$ cat config.mk
export PLATFORM = sky130hd
export DESIGN_NAME = tower_slot_manager
export DESIGN_NICKNAME = d
export VERILOG_FILES = /design/src/rtl/tower_pkg.sv /design/src/rtl/gold_accumulator.sv /design/src/rtl/tower_slot_manager.sv
export SDC_FILE = /design/constraint.sdc
export NUM_CORES = 1
export LEC_CHECK = 0
export ABC_AREA = 1
export CORE_MARGIN = 5
export CORE_UTILIZATION = 55
export DETAILED_ROUTE_END_ITERATION = 6
export DONT_BUFFER_PORTS = 1
export GPL_TIMING_DRIVEN = 1
export PLACE_DENSITY = 0.73
export SLEW_MARGIN = 30
export SYNTH_ARGS = -nofsm -noshare
export SYNTH_HDL_FRONTEND = slang
export SYNTH_SLANG_ARGS = --single-unit
$ cat constraint.sdc
create_clock -name Clk -period 8.8 [get_ports Clk]
set_input_delay 0.44 -clock Clk [delete_from_list [all_inputs] [get_ports Clk]]
set_output_delay 0.44 -clock Clk [all_outputs]
set_load 0.1 [all_outputs]
$ cat src/rtl/tower_pkg.sv
// Shared types and cost table for the tower slot manager.
package tower_pkg;

   typedef enum logic [2:0] {
      TOWER_NONE = 3'd0,
      TOWER_T1   = 3'd1,
      TOWER_T2   = 3'd2,
      TOWER_T3   = 3'd3
   } tower_type_e;

   localparam logic [7:0] COST_T1 = 8'd100;
   localparam logic [7:0] COST_T2 = 8'd160;
   localparam logic [7:0] COST_T3 = 8'd220;

   typedef enum logic [1:0] {
      RC_OK            = 2'b00,
      RC_INVALID       = 2'b01,
      RC_SLOT_CONFLICT = 2'b10,
      RC_NO_GOLD       = 2'b11
   } resp_code_e;

   typedef enum logic [1:0] {
      ST_IDLE = 2'd0,
      ST_EXEC = 2'd1,
      ST_RESP = 2'd2
   } state_e;

   function automatic logic [7:0] tower_cost(input logic [2:0] t);
      case (t)
         TOWER_T1: return COST_T1;
         TOWER_T2: return COST_T2;
         TOWER_T3: return COST_T3;
         default:  return 8'd0;
      endcase
   endfunction

   function automatic logic type_is_valid(input logic [2:0] t);
      return (t == TOWER_T1) || (t == TOWER_T2) || (t == TOWER_T3);
   endfunction

endpackage

$ cat src/rtl/gold_accumulator.sv
// Gold register: saturating add of refund and reward, minus a build cost, in one update.
module gold_accumulator #(
   parameter int GOLD_W     = 12,
   parameter int START_GOLD = 200
) (
   input  logic              Clk,
   input  logic              Reset_n,
   input  logic              add_en,
   input  logic [7:0]        add_amt,
   input  logic              sub_en,
   input  logic [7:0]        sub_amt,
   input  logic              reward_valid,
   input  logic [7:0]        reward_amt,
   output logic [GOLD_W-1:0] gold
);

   localparam int SUM_W = GOLD_W + 2;
   localparam logic [SUM_W-1:0] GOLD_MAX = {2'b00, {GOLD_W{1'b1}}};

   logic [SUM_W-1:0]  add_ext;
   logic [SUM_W-1:0]  reward_ext;
   logic [SUM_W-1:0]  sum_up;
   logic [SUM_W-1:0]  sum_net;
   logic [GOLD_W-1:0] gold_d;

   // Subtract happens before saturation so a reward is never lost to a clipped intermediate.
   // The caller only subtracts when gold already covers the cost, so no underflow.
   always_comb begin
      add_ext    = add_en       ? {{(SUM_W-8){1'b0}}, add_amt}    : '0;
      reward_ext = reward_valid ? {{(SUM_W-8){1'b0}}, reward_amt} : '0;
      sum_up     = {2'b00, gold} + add_ext + reward_ext;
      sum_net    = sub_en ? (sum_up - {{(SUM_W-8){1'b0}}, sub_amt}) : sum_up;
      gold_d     = (sum_net > GOLD_MAX) ? GOLD_MAX[GOLD_W-1:0] : sum_net[GOLD_W-1:0];
   end

   always_ff @(posedge Clk or negedge Reset_n) begin
      if (!Reset_n) gold <= GOLD_W'(START_GOLD);
      else          gold <= gold_d;
   end

endmodule

$ cat src/rtl/tower_slot_manager.sv
// Build/sell command responder over 8 tower slots and the player's gold.
//  state | meaning
//  IDLE  | cmd_ready high, latch command on cmd_valid
//  EXEC  | validate latched command, commit if legal, latch result
//  RESP  | resp_valid strobe for one cycle
module tower_slot_manager
   import tower_pkg::*;
#(
   parameter int NUM_SLOTS  = 8,
   parameter int GOLD_W     = 12,
   parameter int START_GOLD = 200
) (
   input  logic                   Clk,
   input  logic                   Reset_n,
   input  logic                   cmd_valid,
   output logic                   cmd_ready,
   input  logic                   cmd_build,
   input  logic                   cmd_sell,
   input  logic [2:0]             cmd_type,
   input  logic [2:0]             cmd_loc,
   input  logic                   reward_valid,
   input  logic [7:0]             reward_amt,
   output logic                   resp_valid,
   output logic                   resp_ok,
   output logic [1:0]             resp_code,
   output logic [GOLD_W-1:0]      gold,
   output logic [NUM_SLOTS-1:0]   occupied,
   output logic [3*NUM_SLOTS-1:0] slot_types
);

   localparam int LOC_W = $clog2(NUM_SLOTS);

   state_e            state_q, state_d;
   logic              build_q, sell_q;
   logic [2:0]        type_q, loc_q;
   logic [2:0]        slot_type_q [NUM_SLOTS];
   logic [NUM_SLOTS-1:0] occ_q;
   logic              resp_ok_q;
   resp_code_e        resp_code_q;

   logic [LOC_W-1:0]  loc_idx;
   logic              loc_in_range;
   logic [2:0]        sel_type;
   logic              sel_occ;
   logic [7:0]        build_cost;
   resp_code_e        code_d;
   logic              commit;

   always_ff @(posedge Clk or negedge Reset_n) begin
      if (!Reset_n) state_q <= ST_IDLE;
      else          state_q <= state_d;
   end

   always_comb begin
      state_d = state_q;
      unique case (state_q)
         ST_IDLE: if (cmd_valid) state_d = ST_EXEC;
         ST_EXEC: state_d = ST_RESP;
         ST_RESP: state_d = ST_IDLE;
         default: state_d = ST_IDLE;
      endcase
   end

   always_comb begin
      cmd_ready  = (state_q == ST_IDLE);
      resp_valid = (state_q == ST_RESP);
   end

   always_ff @(posedge Clk or negedge Reset_n) begin
      if (!Reset_n) begin
         build_q <= 1'b0;
         sell_q  <= 1'b0;
         type_q  <= 3'd0;
         loc_q   <= 3'd0;
      end else if (state_q == ST_IDLE && cmd_valid) begin
         build_q <= cmd_build;
         sell_q  <= cmd_sell;
         type_q  <= cmd_type;
         loc_q   <= cmd_loc;
      end
   end

   // Slot lookups below are only meaningful once loc_in_range has passed.
   assign loc_idx      = loc_q[LOC_W-1:0];
   assign loc_in_range = (32'(loc_q) < NUM_SLOTS);
   assign sel_type     = slot_type_q[loc_idx];
   assign sel_occ      = occ_q[loc_idx];
   assign build_cost   = tower_cost(type_q);

   always_comb begin
      code_d = RC_OK;
      if ((build_q == sell_q) || (build_q && !type_is_valid(type_q)) || !loc_in_range)
         code_d = RC_INVALID;
      else if ((build_q && sel_occ) || (sell_q && !sel_occ))
         code_d = RC_SLOT_CONFLICT;
      else if (build_q && (gold < GOLD_W'(build_cost)))
         code_d = RC_NO_GOLD;
   end

   assign commit = (state_q == ST_EXEC) && (code_d == RC_OK);

   always_ff @(posedge Clk or negedge Reset_n) begin
      if (!Reset_n) begin
         for (int i = 0; i < NUM_SLOTS; i++) slot_type_q[i] <= TOWER_NONE;
         occ_q <= '0;
      end else if (commit) begin
         if (build_q) begin
            slot_type_q[loc_idx] <= type_q;
            occ_q[loc_idx]       <= 1'b1;
         end else begin
            slot_type_q[loc_idx] <= TOWER_NONE;
            occ_q[loc_idx]       <= 1'b0;
         end
      end
   end

   always_ff @(posedge Clk or negedge Reset_n) begin
      if (!Reset_n) begin
         resp_ok_q   <= 1'b0;
         resp_code_q <= RC_OK;
      end else if (state_q == ST_EXEC) begin
         resp_ok_q   <= (code_d == RC_OK);
         resp_code_q <= code_d;
      end
   end

   gold_accumulator #(
      .GOLD_W     (GOLD_W),
      .START_GOLD (START_GOLD)
   ) u_gold (
      .Clk          (Clk),
      .Reset_n      (Reset_n),
      .add_en       (commit && sell_q),
      .add_amt      (tower_cost(sel_type) >> 1),
      .sub_en       (commit && build_q),
      .sub_amt      (build_cost),
      .reward_valid (reward_valid),
      .reward_amt   (reward_amt),
      .gold         (gold)
   );

   always_comb begin
      slot_types = '0;
      for (int i = 0; i < NUM_SLOTS; i++) slot_types[3*i +: 3] = slot_type_q[i];
   end

   assign occupied  = occ_q;
   assign resp_ok   = resp_ok_q;
   assign resp_code = resp_code_q;

endmodule
* Word-level counts from Yosys, hierarchy flattened
Index checks and enable logic that the tools add are counted.
Operators by class: $add $sub $neg 3, $mul 0, divide/modulo/power cells 0, magnitude comparators 6, equality and inequality tests 10, shift-type cells 0, muxes and demuxes 23, bitwise logic cells 6, reductions and logical operators 18
Operators with widths (count):
- 8-bit case mux with 3 select lines | 2
- 24-bit AND | 1
- 24-bit bitwise mux | 1
- 24-bit 2-to-1 mux | 1
- 24-bit inverter | 1
- 8-bit 2-to-1 mux | 2
- 12-bit by 14-bit adder with 14-bit output | 1
- 14-bit adder | 1
- 14-bit by 12-bit > comparator with 1-bit output (second input constant) | 1
- 14-bit 2-to-1 mux | 1
- 14-bit by 8-bit subtractor with 14-bit output | 1
- 3-bit by 2-bit equality test with 1-bit output (second input constant) | 4
- 12-bit by 8-bit < comparator with 1-bit output | 1
- 12-bit 2-to-1 mux | 1
- 1-bit logical AND | 10
- 3-bit binary-select mux with 3-bit select | 1
- 3-bit demux with 3-bit select | 1
- 3-bit 2-to-1 mux | 3
- 8-bit AND | 1
- 2-bit 2-to-1 mux | 4
- 8-bit inverter | 1
- 8-bit OR | 1
- 7-bit 2-to-1 mux | 1
- 3-bit by 1-bit equality test with 1-bit output (second input constant) | 2
- 16 further kinds | 22
Storage, ports and cells: flip-flop bits (word level) 57, latch bits 0, memory bits (writable) 0, ROM bits 0, input bits 20, output and inout bits 49, word-level logic and storage cells 83, memories kept 0

* Depth between registers and ports, before layout
Gate-level depths: netlist of run 1.
word-level depth 17, depth in mapped cells 35, depth with buffers taken out 33

* Cells and area by module
Synthesis of run 1 repeated with hierarchy kept, for this count alone.
Second synthesis, totals: cells, all modules 604, area total of the unflattened synthesis 4399.2 um^2
Modules (own cells, without submodules):
- tower_slot_manager | instances 1, cells each 337, area an instance 2524.9 um^2
- gold_accumulator | instances 1, cells each 267, area an instance 1874.3 um^2

* Worst setup path before layout of run 1
No wires, ideal clock.
kind reg2reg, from register u_gold.gold[5], to register u_gold.gold[5], setup time 0.121 ns, data arrival time 5.161 ns, path slack 3.518 ns, stages on the path, launching flop included 28, buffers on the path 1, clock period less this slack 5.282 ns, cell sequence dfrtp_1 > ha_1 > a21oi_1 > nor2_1 > nor2_1 > nand3b_1 > nand3_1 > nor2_1 > nand2_1 > nor2_1 > fa_1 > ha_1 > fa_1 > nand2_1 > o21ai_2 > a21o_1 > a21oi_1 > xor2_1 > ha_1 > a21oi_1 > o21ai_0 > a21oi_1 > inv_1 > nor3_2 > nand3_1 > nand2_2 > buf_6 > nand2_2
Between the ends: word-level cells in the longest chain between the ends 15, elaborated cells between the ends (all ways) 16
RTL lines:
- start: declaration | RTL line gold_accumulator.sv:14 | output logic [GOLD_W-1:0] gold
- start signal: assignment | RTL line gold_accumulator.sv:37 | if (!Reset_n) gold <= GOLD_W'(START_GOLD);
- start signal: assignment | RTL line gold_accumulator.sv:38 | else gold <= gold_d;
- 12-bit by 8-bit < comparator with 1-bit output | RTL line tower_slot_manager.sv:96 | else if (build_q && (gold < GOLD_W'(build_cost)))
- 1-bit logical AND | RTL line tower_slot_manager.sv:96
- 2-bit 2-to-1 mux | RTL line tower_slot_manager.sv:96
- 2-bit 2-to-1 mux | RTL line tower_slot_manager.sv:94 | else if ((build_q && sel_occ) || (sell_q && !sel_occ))
- 2-bit 2-to-1 mux | RTL line tower_slot_manager.sv:92 | if ((build_q == sell_q) || (build_q && !type_is_valid(type_q)) || !loc_in_range)
- 2-bit logical NOT | RTL line tower_slot_manager.sv:100 | assign commit = (state_q == ST_EXEC) && (code_d == RC_OK);
- 1-bit logical AND | RTL line tower_slot_manager.sv:100
- 1-bit logical AND | RTL line tower_slot_manager.sv:133 | .add_en (commit && sell_q),
- 7-bit 2-to-1 mux | RTL line gold_accumulator.sv:29 | add_ext = add_en ? {{(SUM_W-8){1'b0}}, add_amt} : '0;
- 12-bit by 14-bit adder with 14-bit output | RTL line gold_accumulator.sv:31 | sum_up = {2'b00, gold} + add_ext + reward_ext;
- 14-bit adder | RTL line gold_accumulator.sv:31
- 14-bit by 8-bit subtractor with 14-bit output | RTL line gold_accumulator.sv:32 | sum_net = sub_en ? (sum_up - {{(SUM_W-8){1'b0}}, sub_amt}) : sum_up;
- 14-bit 2-to-1 mux (*) | RTL line gold_accumulator.sv:32
- 14-bit by 12-bit > comparator with 1-bit output | RTL line gold_accumulator.sv:33 | gold_d = (sum_net > GOLD_MAX) ? GOLD_MAX[GOLD_W-1:0] : sum_net[GOLD_W-1:0];
- 12-bit 2-to-1 mux (*) | RTL line gold_accumulator.sv:33
- net u_gold.gold_d[5] | RTL line gold_accumulator.sv:24 | logic [GOLD_W-1:0] gold_d;
The timed path passes the listed nets; every way through them passes the cells marked *. A chain may end at the register's enable or synchronous reset.

==> results by group, run 1 <==
Setup path
  • Crit path launch type: flop
  • Largest fanout on the critical path: 12
  • Most frequent CP cell: sky130_fd_sc_hd__nand2_1
  • CP max-delay cell: sky130_fd_sc_hd__dfrtp_1
  • Data arrival time at the worst-slack endpoint: 6.15 ns
  • Worst setup path category: reg2reg
  • Maximum single-stage delay on the critical path: between 0.9 and 1 ns
  • Critical Path End Type: flop
  • Worst EP required: approximately 9.0 ns

Die
  • Initial core utilization: 0.572
  • Placeable Area: 0.00642 mm^2
  • Horizontal die dimension: between 90 and 100 um
  • I/O pin total: 69
  • Area of the die: 0.00841 mm^2
  • Die Y: 91.7 um
  • Total number of placement rows: 29

Global route
  • Pin count of the biggest net entering global routing: 58
  • Gr ovfl total: 0
  • Antenna violations before repair: 0
  • Tot GR Track Use: 0.230
  • Vias in the first global route: 2962
  • First-pass GRT wire length: between 15 and 20 mm

Timing
  • Maximum clock skew at final layout: 0.00828 ns
  • Final min period: 5.96 ns
  • Count of pins over their slew limit: 0
  • Count of endpoints failing setup in the final report: 0
  • Worst rel slew slack: 0.309
  • Hold Vio Cnt, Final: 0
  • RSZ-0062 raised after global routing: no
  • Highest attainable clock frequency: ~170 MHz
  • Transition time at the pin with the least slew margin: 1.04 ns
  • Final Cycle Share: 0.677
  • Sum of negative setup slack: 0 ns
  • Fin worst setup slack: 2.84 ns

CTS
  • Clock tree from TritonCTS: done
  • PostCTS Resize Cnt: 0
  • Root buffer cell: sky130_fd_sc_hd__clkbuf_8
  • Skew-Pair Late Insertion Delay: ~0.34 ns
  • Number of CTS-inserted buffers: 9
  • Maximum buffer depth of the clock tree: 2
  • H-Tree Level Count: 3
  • Count of clock tree sinks: 57
  • Clock transition time at the flip-flop clock pins of the worst setup and hold paths: 0.06 ns

Logic synthesis
  • Net count after synthesis: 531
  • Post-synthesis sequential area ratio: 0.389
  • Async set-or-reset flop fraction in the synthesized netlist: 1.00
  • Synthesis-stage register bit count: 57
  • Area of the mapped netlist: 0.00367 mm^2
  • Most frequent cells after synthesis: sky130_fd_sc_hd__nand2_1 (154), sky130_fd_sc_hd__inv_1 (72), sky130_fd_sc_hd__dfrtp_1 (54)
  • Number of synthesized flops with an enable pin: 0
  • Biggest area consumer among synthesized cells: sky130_fd_sc_hd__dfrtp_1
  • Area share of and/or/nand/nor cells after synthesis: 0.273
  • Distinct cells, synth: 38
  • Share of the synthesized netlist area taken by xor and xnor gates: 0.0215
  • Syn Inst Count: slightly below 500
  • Area contributors post-synth: sky130_fd_sc_hd__dfrtp_1 (37%), sky130_fd_sc_hd__nand2_1 (16%), sky130_fd_sc_hd__inv_1 (7.4%)
  • Most instantiated flip-flop cell in the synthesis netlist: sky130_fd_sc_hd__dfrtp_1
  • Compound-cell area share of the yosys netlist: 0.113
  • Share of cell area taken by muxes after synthesis: 0
  • Synth Area in Adders: 0.115
  • Largest family of logic cells by synthesized area: simple AND/OR/NAND/NOR gates
  • Synthesized area per cell: 7.62 um^2
  • Most frequent cell after synthesis: sky130_fd_sc_hd__nand2_1
  • Top-area cell type share of the netlist area: 0.368
  • Yosys synthesis warning count: 0

Routing
  • Final Routed Wirelength: 9.29 mm
  • Routed vias/inst: 5.50
  • Antenna violation net count after detailed routing: 0
  • Routed WL per cell: 16.3 um
  • Vias after detailed routing: 3127
  • Starting DRT DRC Count: 245
  • Number of design rule violations left after detail routing: 0
  • Number of iterations in the first detailed-routing pass: 5

Final layout
  • Fillers: 585
  • Post-layout nets: 538
  • Number of antenna diodes: 0
  • Area overhead of the layout relative to synthesis: 8.00%
  • Non-filler instance count after layout: 569
  • Final standard cell area without fillers: 0.00397 mm^2
  • Layout cells sized above 1: 0.0793

Placement
  • Minimum setup slack after placement: just under 3 ns
  • Port Buffer Count: 0
  • Placer Congestion: 0.917
  • Detailed placement HPWL: 7.09 mm
  • Number of instances in the placed design: approximately 550
  • Dpl cell area: 0.00374 mm^2

Worst hold path
  • Type of the tightest min-delay check: in2reg

Outcome
  • Outcome: completed

Run
  • Count of max-cap constraint violations: 0
## routing by layer
metal,wire length (um),up-vias,GRT usage,share of wire
met4,140,0,0.0780,0.015
met2,4180,116,0.347,0.45
li1,-,1545,-,-
met1,4320,1451,0.323,0.47
met3,648,15,0.0581,0.070
met5,0,-,0,0
## critical path: cells and delay by family, from the launching register on
family	cells	cell delay, ns
fa+ha+maj	4	1.47
compound gates	6	0.83
flops	1	0.96
buf+inv	1	0.09
simple gates	17	2.19
xor+xnor	1	0.26
## kinds of logic (layout without fill, tap and decap cells)
| logic type | count (synthesis) | count (layout) |
|---|---|---|
| xor+xnor | 9 | 9 |
| buf+inv | 80 | 90 |
| simple gates | 235 | 235 |
| fa+ha+maj | 29 | 29 |
| compound gates | 72 | 72 |
| flops | 57 | 57 |
## cell type report
class                   count  area [um^2]  share of cell area
clock buffers              11          141              0.0356
clock inverters             3         42.5              0.0107
multi-input cells         345         1940               0.488
flip-flops and latches     57         1430               0.361
well taps                  77         96.3              0.0243
inverters                  74          283              0.0713
repair buffers              2         37.5             0.00946
## path summary, 6_finish.rpt
| check | startpoint | to | slack, ns | cells after the start |
|---|---|---|---|---|
| max | flop | u_gold.gold[11] | 2.84 | 29 |
| min | cmd_type[1] | type_q[1] | 0.23 | 2 |
| max reg2reg | flop | u_gold.gold[11] | 2.84 | 29 |
| min reg2reg | type_q[1] | type_q[1] | 0.57 | 2 |
| max in group asynchronous | Reset_n | u_gold.gold[7] | 7.85 | 2 |
| min in group asynchronous | Reset_n | type_q[2] | 0.62 | 2 |
## cells in the final DEF, fill, tap and decap left out, types with 10 or more instances in the layout
cell	netlist	routed
sky130_fd_sc_hd__dfrtp_1	54	53
sky130_fd_sc_hd__a21oi_1	13	13
sky130_fd_sc_hd__nand2_1	154	154
sky130_fd_sc_hd__nand3_1	22	22
sky130_fd_sc_hd__ha_1	21	21
sky130_fd_sc_hd__nor2_1	31	29
sky130_fd_sc_hd__nand2_2	11	11
sky130_fd_sc_hd__inv_1	72	72
sky130_fd_sc_hd__o21ai_0	41	41
sky130_fd_sc_hd__clkbuf_8	0	10
## timing repair
| action | CTS | global route |
|---|---|---|
| setup buffers | 0 | 0 |
| hold endpoints to repair | 57 | 0 |
| hold buffers | 2 | 0 |
## stage by stage
stage          hold slack [ns]   util
2_1_floorplan            0.144      -
3_3_place_gp             0.146  0.582
3_5_place_dp             0.146  0.583
4_1_cts                  0.227  0.618
5_1_grt                  0.224  0.618
6_report                 0.226  0.618
Power of run 1 is not shown: default switching activity piles up to over one toggle a cycle in this logic, so the estimate is an artifact.
==> run 2: changes to the inputs <==
- ABC_AREA: 1 -> 0
- clock period: 8.8 -> 5.86 ns (I/O delays scaled with it)
==> results by group, run 2 <==
Timing
  • Hold Vio Cnt, Final: 0 (unchanged)
  • Maximum clock skew at final layout: 0.0123 ns (+0.00404 ns)
  • Final min period: 5.65 ns (-0.304 ns)
  • Worst rel slew slack: 0.387 (+0.0777)
  • Fin worst setup slack: 0.206 ns (-2.64 ns)
  • Transition time at the pin with the least slew margin: 0.920 ns (-0.117 ns)
  • Count of endpoints failing setup in the final report: 0 (unchanged)
  • Final Cycle Share: 0.965 (+0.288)
  • Highest attainable clock frequency: 177 MHz (+5.4%)
  • Worst Hold Slack: 0.0989 ns (-0.127 ns)
  • Count of pins over their slew limit: 0 (unchanged)

Logic synthesis
  • Most frequent cells after synthesis: sky130_fd_sc_hd__dfrtp_1 (54), sky130_fd_sc_hd__mux2_2 (33), sky130_fd_sc_hd__ha_1 (21), sky130_fd_sc_hd__nor2_1 (21), sky130_fd_sc_hd__nand2_1 (18)
  • Distinct cells, synth: 54 (+42%)
  • Area of the mapped netlist: 0.00369 mm^2 (+0.41%)
  • Yosys synthesis warning count: 0 (unchanged)
  • Syn Inst Count: 334 (-31%)
  • Post-synthesis sequential area ratio: 0.388 (-0.00158)
  • Most instantiated flip-flop cell in the synthesis netlist: sky130_fd_sc_hd__dfrtp_1
  • Most frequent cell after synthesis: sky130_fd_sc_hd__dfrtp_1
  • Synthesis-stage register bit count: 57 (unchanged)
  • Area contributors post-synth: sky130_fd_sc_hd__dfrtp_1 (37%), sky130_fd_sc_hd__mux2_2 (10%), sky130_fd_sc_hd__ha_1 (7.1%)
  • Synthesized area per cell: 11.0 um^2 (+45%)
  • Biggest area consumer among synthesized cells: sky130_fd_sc_hd__dfrtp_1
  • Async set-or-reset flop fraction in the synthesized netlist: 1.00 (unchanged)
  • Number of synthesized flops with an enable pin: 0 (unchanged)
  • Net count after synthesis: 383 (-28%)
  • Top-area cell type share of the netlist area: 0.366 (-0.00150)

Routing
  • Antenna violation net count after detailed routing: 0 (unchanged)
  • Routed vias/inst: 5.90 (+7.4%)
  • Number of design rule violations left after detail routing: 0 (unchanged)
  • Final Routed Wirelength: 9.38 mm (+1.0%)
  • Starting DRT DRC Count: 124 (-49%)
  • Routed WL per cell: 19.4 um (+19%)
  • Number of iterations in the first detailed-routing pass: 6 (+1)
  • Vias after detailed routing: 2858 (-8.6%)

Setup path
  • Reg2reg setup slack: 0.21 ns (-2.64 ns)
  • Worst setup path category: reg2reg
  • Critical path buffers and inverters: 3 (+2)
  • CP max-delay cell: sky130_fd_sc_hd__fa_1
  • Critical Path End Type: flop
  • Reg-to-reg startpoint: type_q[2]
  • Dominant delay contributor by cell family on the critical path: compound AO/OA/AOI/OAI gates
  • Worst Reg-to-Reg Cells: 25 (-14%)
  • Crit path launch type: flop
  • Worst EP required: 6.11 ns (-2.89 ns)
  • Largest fanout on the critical path: 6 (-6)
  • Critical path depth in cells: 25 (-14%)
  • Data arrival time at the worst-slack endpoint: 5.91 ns (-0.24 ns)
  • Maximum single-stage delay on the critical path: 0.47 ns (-0.49 ns)
  • Capturing point of the worst reg2reg path: u_gold.gold[11]

Run
  • Count of max-cap constraint violations: 0 (unchanged)

Die
  • Total number of placement rows: 29 (unchanged)
  • I/O pin total: 69 (unchanged)
  • Area of the die: 0.00844 mm^2 (+0.36%)
  • Placeable Area: 0.00642 mm^2 (unchanged)
  • Die Y: 91.9 um (+0.18%)
  • Horizontal die dimension: 91.9 um (+0.18%)
  • Initial core utilization: 0.574 (+0.00234)

Final layout
  • Layout cells sized above 1: 0.381 (+0.302)
  • Post-layout nets: 451 (-16%)
  • Area overhead of the layout relative to synthesis: 24.3%
  • Commonest non-fill, non-tap cells in the layout: sky130_fd_sc_hd__buf_4 (66), sky130_fd_sc_hd__dfrtp_1 (52), sky130_fd_sc_hd__mux2_2 (33), sky130_fd_sc_hd__ha_1 (21), sky130_fd_sc_hd__nor2_1 (19)
  • Number of antenna diodes: 0 (unchanged)
  • Non-filler instance count after layout: 484 (-15%)
  • Fillers: 450 (-23%)
  • Final Util: 0.714 (+0.0959)
  • Most common cell after layout, fill and taps aside: sky130_fd_sc_hd__buf_4

Global route
  • Pin count of the biggest net entering global routing: 58 (unchanged)
  • Tot GR Track Use: 0.228 (-0.00232)
  • Gr ovfl total: 0 (unchanged)
  • Vias in the first global route: 2958 (-0.14%)
  • Antenna violations before repair: 0 (unchanged)
  • First-pass GRT wire length: 15.1 mm (-2.1%)

CTS
  • Clock tree from TritonCTS: done
  • Root buffer cell: sky130_fd_sc_hd__clkbuf_8
  • Count of clock tree sinks: 57 (unchanged)
  • Number of CTS-inserted buffers: 9 (unchanged)
  • Clock transition time at the flip-flop clock pins of the worst setup and hold paths: 0.07 ns (about the same)
  • H-Tree Level Count: 3 (unchanged)
  • Skew-Pair Late Insertion Delay: 0.34 ns (about the same)
  • Maximum buffer depth of the clock tree: 2 (unchanged)

Placement
  • Port Buffer Count: 0 (unchanged)
  • Detailed placement HPWL: 6.97 mm (-1.7%)
  • Placer Congestion: 0.920 (+0.26%)
  • Number of instances in the placed design: 455 (-18%)
  • Minimum setup slack after placement: -0.103 ns (-2.99 ns)

Outcome
  • Outcome: completed

Worst hold path
  • End point of the most critical hold path: build_q
  • Type of the tightest min-delay check: in2reg
  • Hold Path Cell Cnt: 1 (-1)
  • Start point of the worst min-delay path: cmd_build
==> run 2: layout make-up <==
type | instances | area [um^2] | area share
Clock buffer | 12 | 165 | 0.0360
Multi-Input combinational cell | 254 | 2230 | 0.486
Tap cell | 77 | 96.3 | 0.0210
Timing Repair Buffer | 69 | 544 | 0.119
Clock inverter | 4 | 73.8 | 0.0161
Sequential cell | 57 | 1430 | 0.313
Inverter | 11 | 41.3 | 0.00901
==> run 2: worst reg2reg max path, stage by stage (launching register included) <==
cell	delay, ns
sky130_fd_sc_hd__dfrtp_2	0.45
sky130_fd_sc_hd__nor2b_4	0.17
sky130_fd_sc_hd__nand2_2	0.11
sky130_fd_sc_hd__ha_1	0.30
sky130_fd_sc_hd__o21ai_0	0.10
sky130_fd_sc_hd__o21bai_1	0.18
sky130_fd_sc_hd__a41oi_2	0.19
sky130_fd_sc_hd__nand3b_1	0.22
sky130_fd_sc_hd__a2111o_1	0.44
sky130_fd_sc_hd__nor3_2	0.18
sky130_fd_sc_hd__buf_4	0.15
sky130_fd_sc_hd__fa_1	0.47
sky130_fd_sc_hd__ha_1	0.36
sky130_fd_sc_hd__a21o_1	0.16
sky130_fd_sc_hd__a21oi_1	0.17
sky130_fd_sc_hd__xnor2_1	0.18
sky130_fd_sc_hd__ha_1	0.31
sky130_fd_sc_hd__nor2b_1	0.14
sky130_fd_sc_hd__o21a_1	0.18
sky130_fd_sc_hd__o21a_1	0.20
sky130_fd_sc_hd__o21a_1	0.18
sky130_fd_sc_hd__nand2_1	0.11
sky130_fd_sc_hd__a41oi_4	0.14
sky130_fd_sc_hd__buf_4	0.18
sky130_fd_sc_hd__buf_4	0.14
sky130_fd_sc_hd__o22ai_2	0.17
==> run 2: cells by family (layout without fill, tap and decap cells) <==
kind of cell | Yosys count | in the layout | share of synthesized area
compound gates | 65 | 65 | 0.135
xor+xnor | 15 | 15 | 0.0356
fa+ha+maj | 29 | 29 | 0.115
buf+inv | 23 | 96 | 0.0275
flops | 57 | 57 | 0.388
mux | 47 | 47 | 0.154
simple gates | 98 | 98 | 0.146
==> run 2: layer usage <==
layer	vias up	wire [um]	GRT usage
li1	1352	-	-
met1	1403	3760	0.271
met2	89	4760	0.383
met3	14	669	0.0786
met4	0	195	0.0829
met5	-	0	0
==> run 2: how the worst max path moves through the flow <==
stage               startpoint               to  slack [ns]
floorplan                 flop  u_gold.gold[11]        0.26
global placement     type_q[0]  u_gold.gold[11]        0.16
detailed placement   type_q[0]  u_gold.gold[11]       -0.10
CTS                  type_q[0]  u_gold.gold[11]        0.08
global route         type_q[2]  u_gold.gold[11]       -0.06
finish               type_q[2]  u_gold.gold[11]        0.21
==> run 2: metrics by stage <==
stage / area (um^2) / setup TNS [ns]
after floorplan: 3690 / 0
after global placement: 4150 / 0
after detailed placement: 4160 / -0.583
after CTS: 4460 / 0
after global routing: 4580 / -0.227
final: 4580 / 0
==> run 2: timing repair <==
item	in CTS	in global routing
endpoints found under the hold margin	57	0
hold buffers	2	0
resized for setup	2	17
pin swaps	1	6
cloned	0	0
buffers inserted	2	9
setup endpoints to repair	8	12
Power of run 2 is left out for the same reason.
==> run 3: changes to the inputs <==
- PLACE_DENSITY: 0.73 -> 0.78
==> results by group, run 3 (synthesis results as in run 2) <==
Routing
  • Number of design rule violations left after detail routing: 0 (unchanged)
  • Number of iterations in the first detailed-routing pass: 4 (-2)
  • Routed WL per cell: 20.2 um (+4.3%)
  • Routed vias/inst: 6.06 (+2.6%)
  • Final Routed Wirelength: 9.70 mm (+3.4%)
  • Vias after detailed routing: 2907 (+1.7%)
  • Starting DRT DRC Count: 142 (+15%)
  • Antenna violation net count after detailed routing: 0 (unchanged)

Final layout
  • Non-filler instance count after layout: 480 (-0.83%)
  • Number of antenna diodes: 0 (unchanged)
  • Commonest non-fill, non-tap cells in the layout: sky130_fd_sc_hd__buf_4 (61), sky130_fd_sc_hd__dfrtp_1 (53), sky130_fd_sc_hd__mux2_2 (33), sky130_fd_sc_hd__nor2_1 (19), sky130_fd_sc_hd__ha_1 (19)
  • Final Util: 0.711 (-0.00234)
  • Fillers: 460 (+2.2%)
  • Post-layout nets: 447 (-0.89%)
  • Layout cells sized above 1: 0.372 (-0.00863)
  • Most common cell after layout, fill and taps aside: sky130_fd_sc_hd__buf_4
  • Area overhead of the layout relative to synthesis: 23.8%

CTS
  • Skew-Pair Late Insertion Delay: 0.34 ns (about the same)
  • Number of CTS-inserted buffers: 9 (unchanged)
  • H-Tree Level Count: 3 (unchanged)
  • Clock tree from TritonCTS: done
  • Clock transition time at the flip-flop clock pins of the worst setup and hold paths: 0.08 ns (about the same)
  • Root buffer cell: sky130_fd_sc_hd__clkbuf_8
  • Maximum buffer depth of the clock tree: 2 (unchanged)
  • Count of clock tree sinks: 57 (unchanged)

Placement
  • Detailed placement HPWL: 7.10 mm (+1.9%)
  • Minimum setup slack after placement: 0.0575 ns (+0.161 ns)
  • Number of instances in the placed design: 452 (-0.66%)
  • Placer Congestion: 0.987 (+7.3%)
  • Port Buffer Count: 0 (unchanged)

Timing
  • Fin worst setup slack: 0.194 ns (-0.0115 ns)
  • Hold Vio Cnt, Final: 0 (unchanged)
  • Worst rel slew slack: 0.396 (+0.00870)
  • Count of endpoints failing setup in the final report: 0 (unchanged)
  • Maximum clock skew at final layout: 0.0146 ns (+0.00232 ns)
  • Transition time at the pin with the least slew margin: 0.907 ns (-0.0130 ns)
  • Final min period: 5.67 ns (+0.0115 ns)
  • Count of pins over their slew limit: 0 (unchanged)
  • Highest attainable clock frequency: 176 MHz (-0.20%)
  • Final Cycle Share: 0.967 (+0.00197)
  • Sum of negative setup slack: 0 ns (unchanged)

Global route
  • Vias in the first global route: 3126 (+5.7%)
  • Tot GR Track Use: 0.238 (+0.0104)
  • Gr ovfl total: 0 (unchanged)
  • First-pass GRT wire length: 15.8 mm (+4.8%)
  • Antenna violations before repair: 0 (unchanged)
  • Pin count of the biggest net entering global routing: 58 (unchanged)

Setup path
  • Reg2reg setup slack: 0.19 ns (about the same)
  • Reg-to-reg startpoint: type_q[2]
  • Worst setup path category: reg2reg
  • CP startpoint: type_q[2]
  • Critical Path End Type: flop
  • Worst Reg-to-Reg Cells: 23 (-8.0%)
  • Data arrival time at the worst-slack endpoint: 5.87 ns (-0.04 ns)
  • Crit path launch type: flop
  • Worst EP required: 6.06 ns (-0.05 ns)
  • Largest fanout on the critical path: 6 (unchanged)
  • Capturing point of the worst reg2reg path: u_gold.gold[11]

Worst hold path
  • Start point of the worst min-delay path: cmd_sell
  • Type of the tightest min-delay check: in2reg
  • End point of the most critical hold path: sell_q
  • Hold Path Cell Cnt: 1 (unchanged)

Run
  • Count of max-cap constraint violations: 0 (unchanged)

Die
  • I/O pin total: 69 (unchanged)
  • Area of the die: 0.00844 mm^2 (unchanged)
  • Horizontal die dimension: 91.9 um (unchanged)
  • Initial core utilization: 0.574 (unchanged)
  • Placeable Area: 0.00642 mm^2 (unchanged)
  • Die Y: 91.9 um (unchanged)
  • Total number of placement rows: 29 (unchanged)

Outcome
  • Outcome: completed
run 3: changes by cell type in the layout (fill, tap and decap cells not counted), moves of 2 or more:
cell	before	now
sky130_fd_sc_hd__buf_4	66	61
sky130_fd_sc_hd__clkbuf_8	12	10
sky130_fd_sc_hd__ha_1	21	19
sky130_fd_sc_hd__mux2i_1	8	10
sky130_fd_sc_hd__mux2i_2	2	0
run 3: repair_timing:
item | CTS | global route
hold buffers | 2 | 0
buffers inserted | 0 | 10
endpoints found under the setup margin | 0 | 12
gates resized for setup | 0 | 18
hold endpoints to repair | 57 | 0
run 3: per-stage QoR:
step | hold slack, ns | cell area, um^2
6_report | 0.0985 | 4570
5_1_grt | 0.0743 | 4570
4_1_cts | 0.0833 | 4430
3_5_place_dp | 0.000188 | 4140
3_3_place_gp | 0.000141 | 4130
2_1_floorplan | -0.00259 | 3690
run 3: routing by layer:
metal / GRT usage / vias up / wire length, um
met5: 0 / - / 0
met4: 0.0743 / 0 / 221
met3: 0.0876 / 22 / 836
met2: 0.409 / 122 / 4930
met1: 0.277 / 1431 / 3710
li1: - / 1332 / -
run 3: how the worst max path moves through the flow:
stage,endpoint,depth (start not counted)
final,u_gold.gold[11],23
after global routing,u_gold.gold[11],24
after CTS,u_gold.gold[11],23
after detailed placement,u_gold.gold[11],23
after global placement,u_gold.gold[11],23
after floorplan,u_gold.gold[11],20
run 3: critical path: stages (launching register included):
cell and delay, ns:
sky130_fd_sc_hd__dfrtp_2 0.44, sky130_fd_sc_hd__nor2b_2 0.18, sky130_fd_sc_hd__nand2_2 0.12, sky130_fd_sc_hd__ha_1 0.29, sky130_fd_sc_hd__o21ai_0 0.08, sky130_fd_sc_hd__o21bai_1 0.18
sky130_fd_sc_hd__a41oi_2 0.18, sky130_fd_sc_hd__nand3b_1 0.22, sky130_fd_sc_hd__a2111o_1 0.48, sky130_fd_sc_hd__nor3_2 0.20, sky130_fd_sc_hd__buf_4 0.16, sky130_fd_sc_hd__fa_1 0.48
sky130_fd_sc_hd__fa_2 0.63, sky130_fd_sc_hd__inv_1 0.05, sky130_fd_sc_hd__ha_1 0.21, sky130_fd_sc_hd__fa_2 0.37, sky130_fd_sc_hd__nor2b_1 0.12, sky130_fd_sc_hd__o21a_1 0.15
sky130_fd_sc_hd__o21a_1 0.15, sky130_fd_sc_hd__o21a_1 0.13, sky130_fd_sc_hd__nand2_1 0.09, sky130_fd_sc_hd__a41oi_4 0.37, sky130_fd_sc_hd__buf_4 0.18, sky130_fd_sc_hd__o22ai_2 0.07
run 3: area by class of cell:
cell class	count	area [um^2]	share of cell area
flip-flops and latches	57	1430	0.313
inverters	11	41.3	0.00904
clock buffers	10	138	0.0301
well taps	77	96.3	0.0211
clock inverters	6	115	0.0252
multi-input cells	254	2230	0.488
repair buffers	65	518	0.113
Power of run 3 is left out for the same reason.
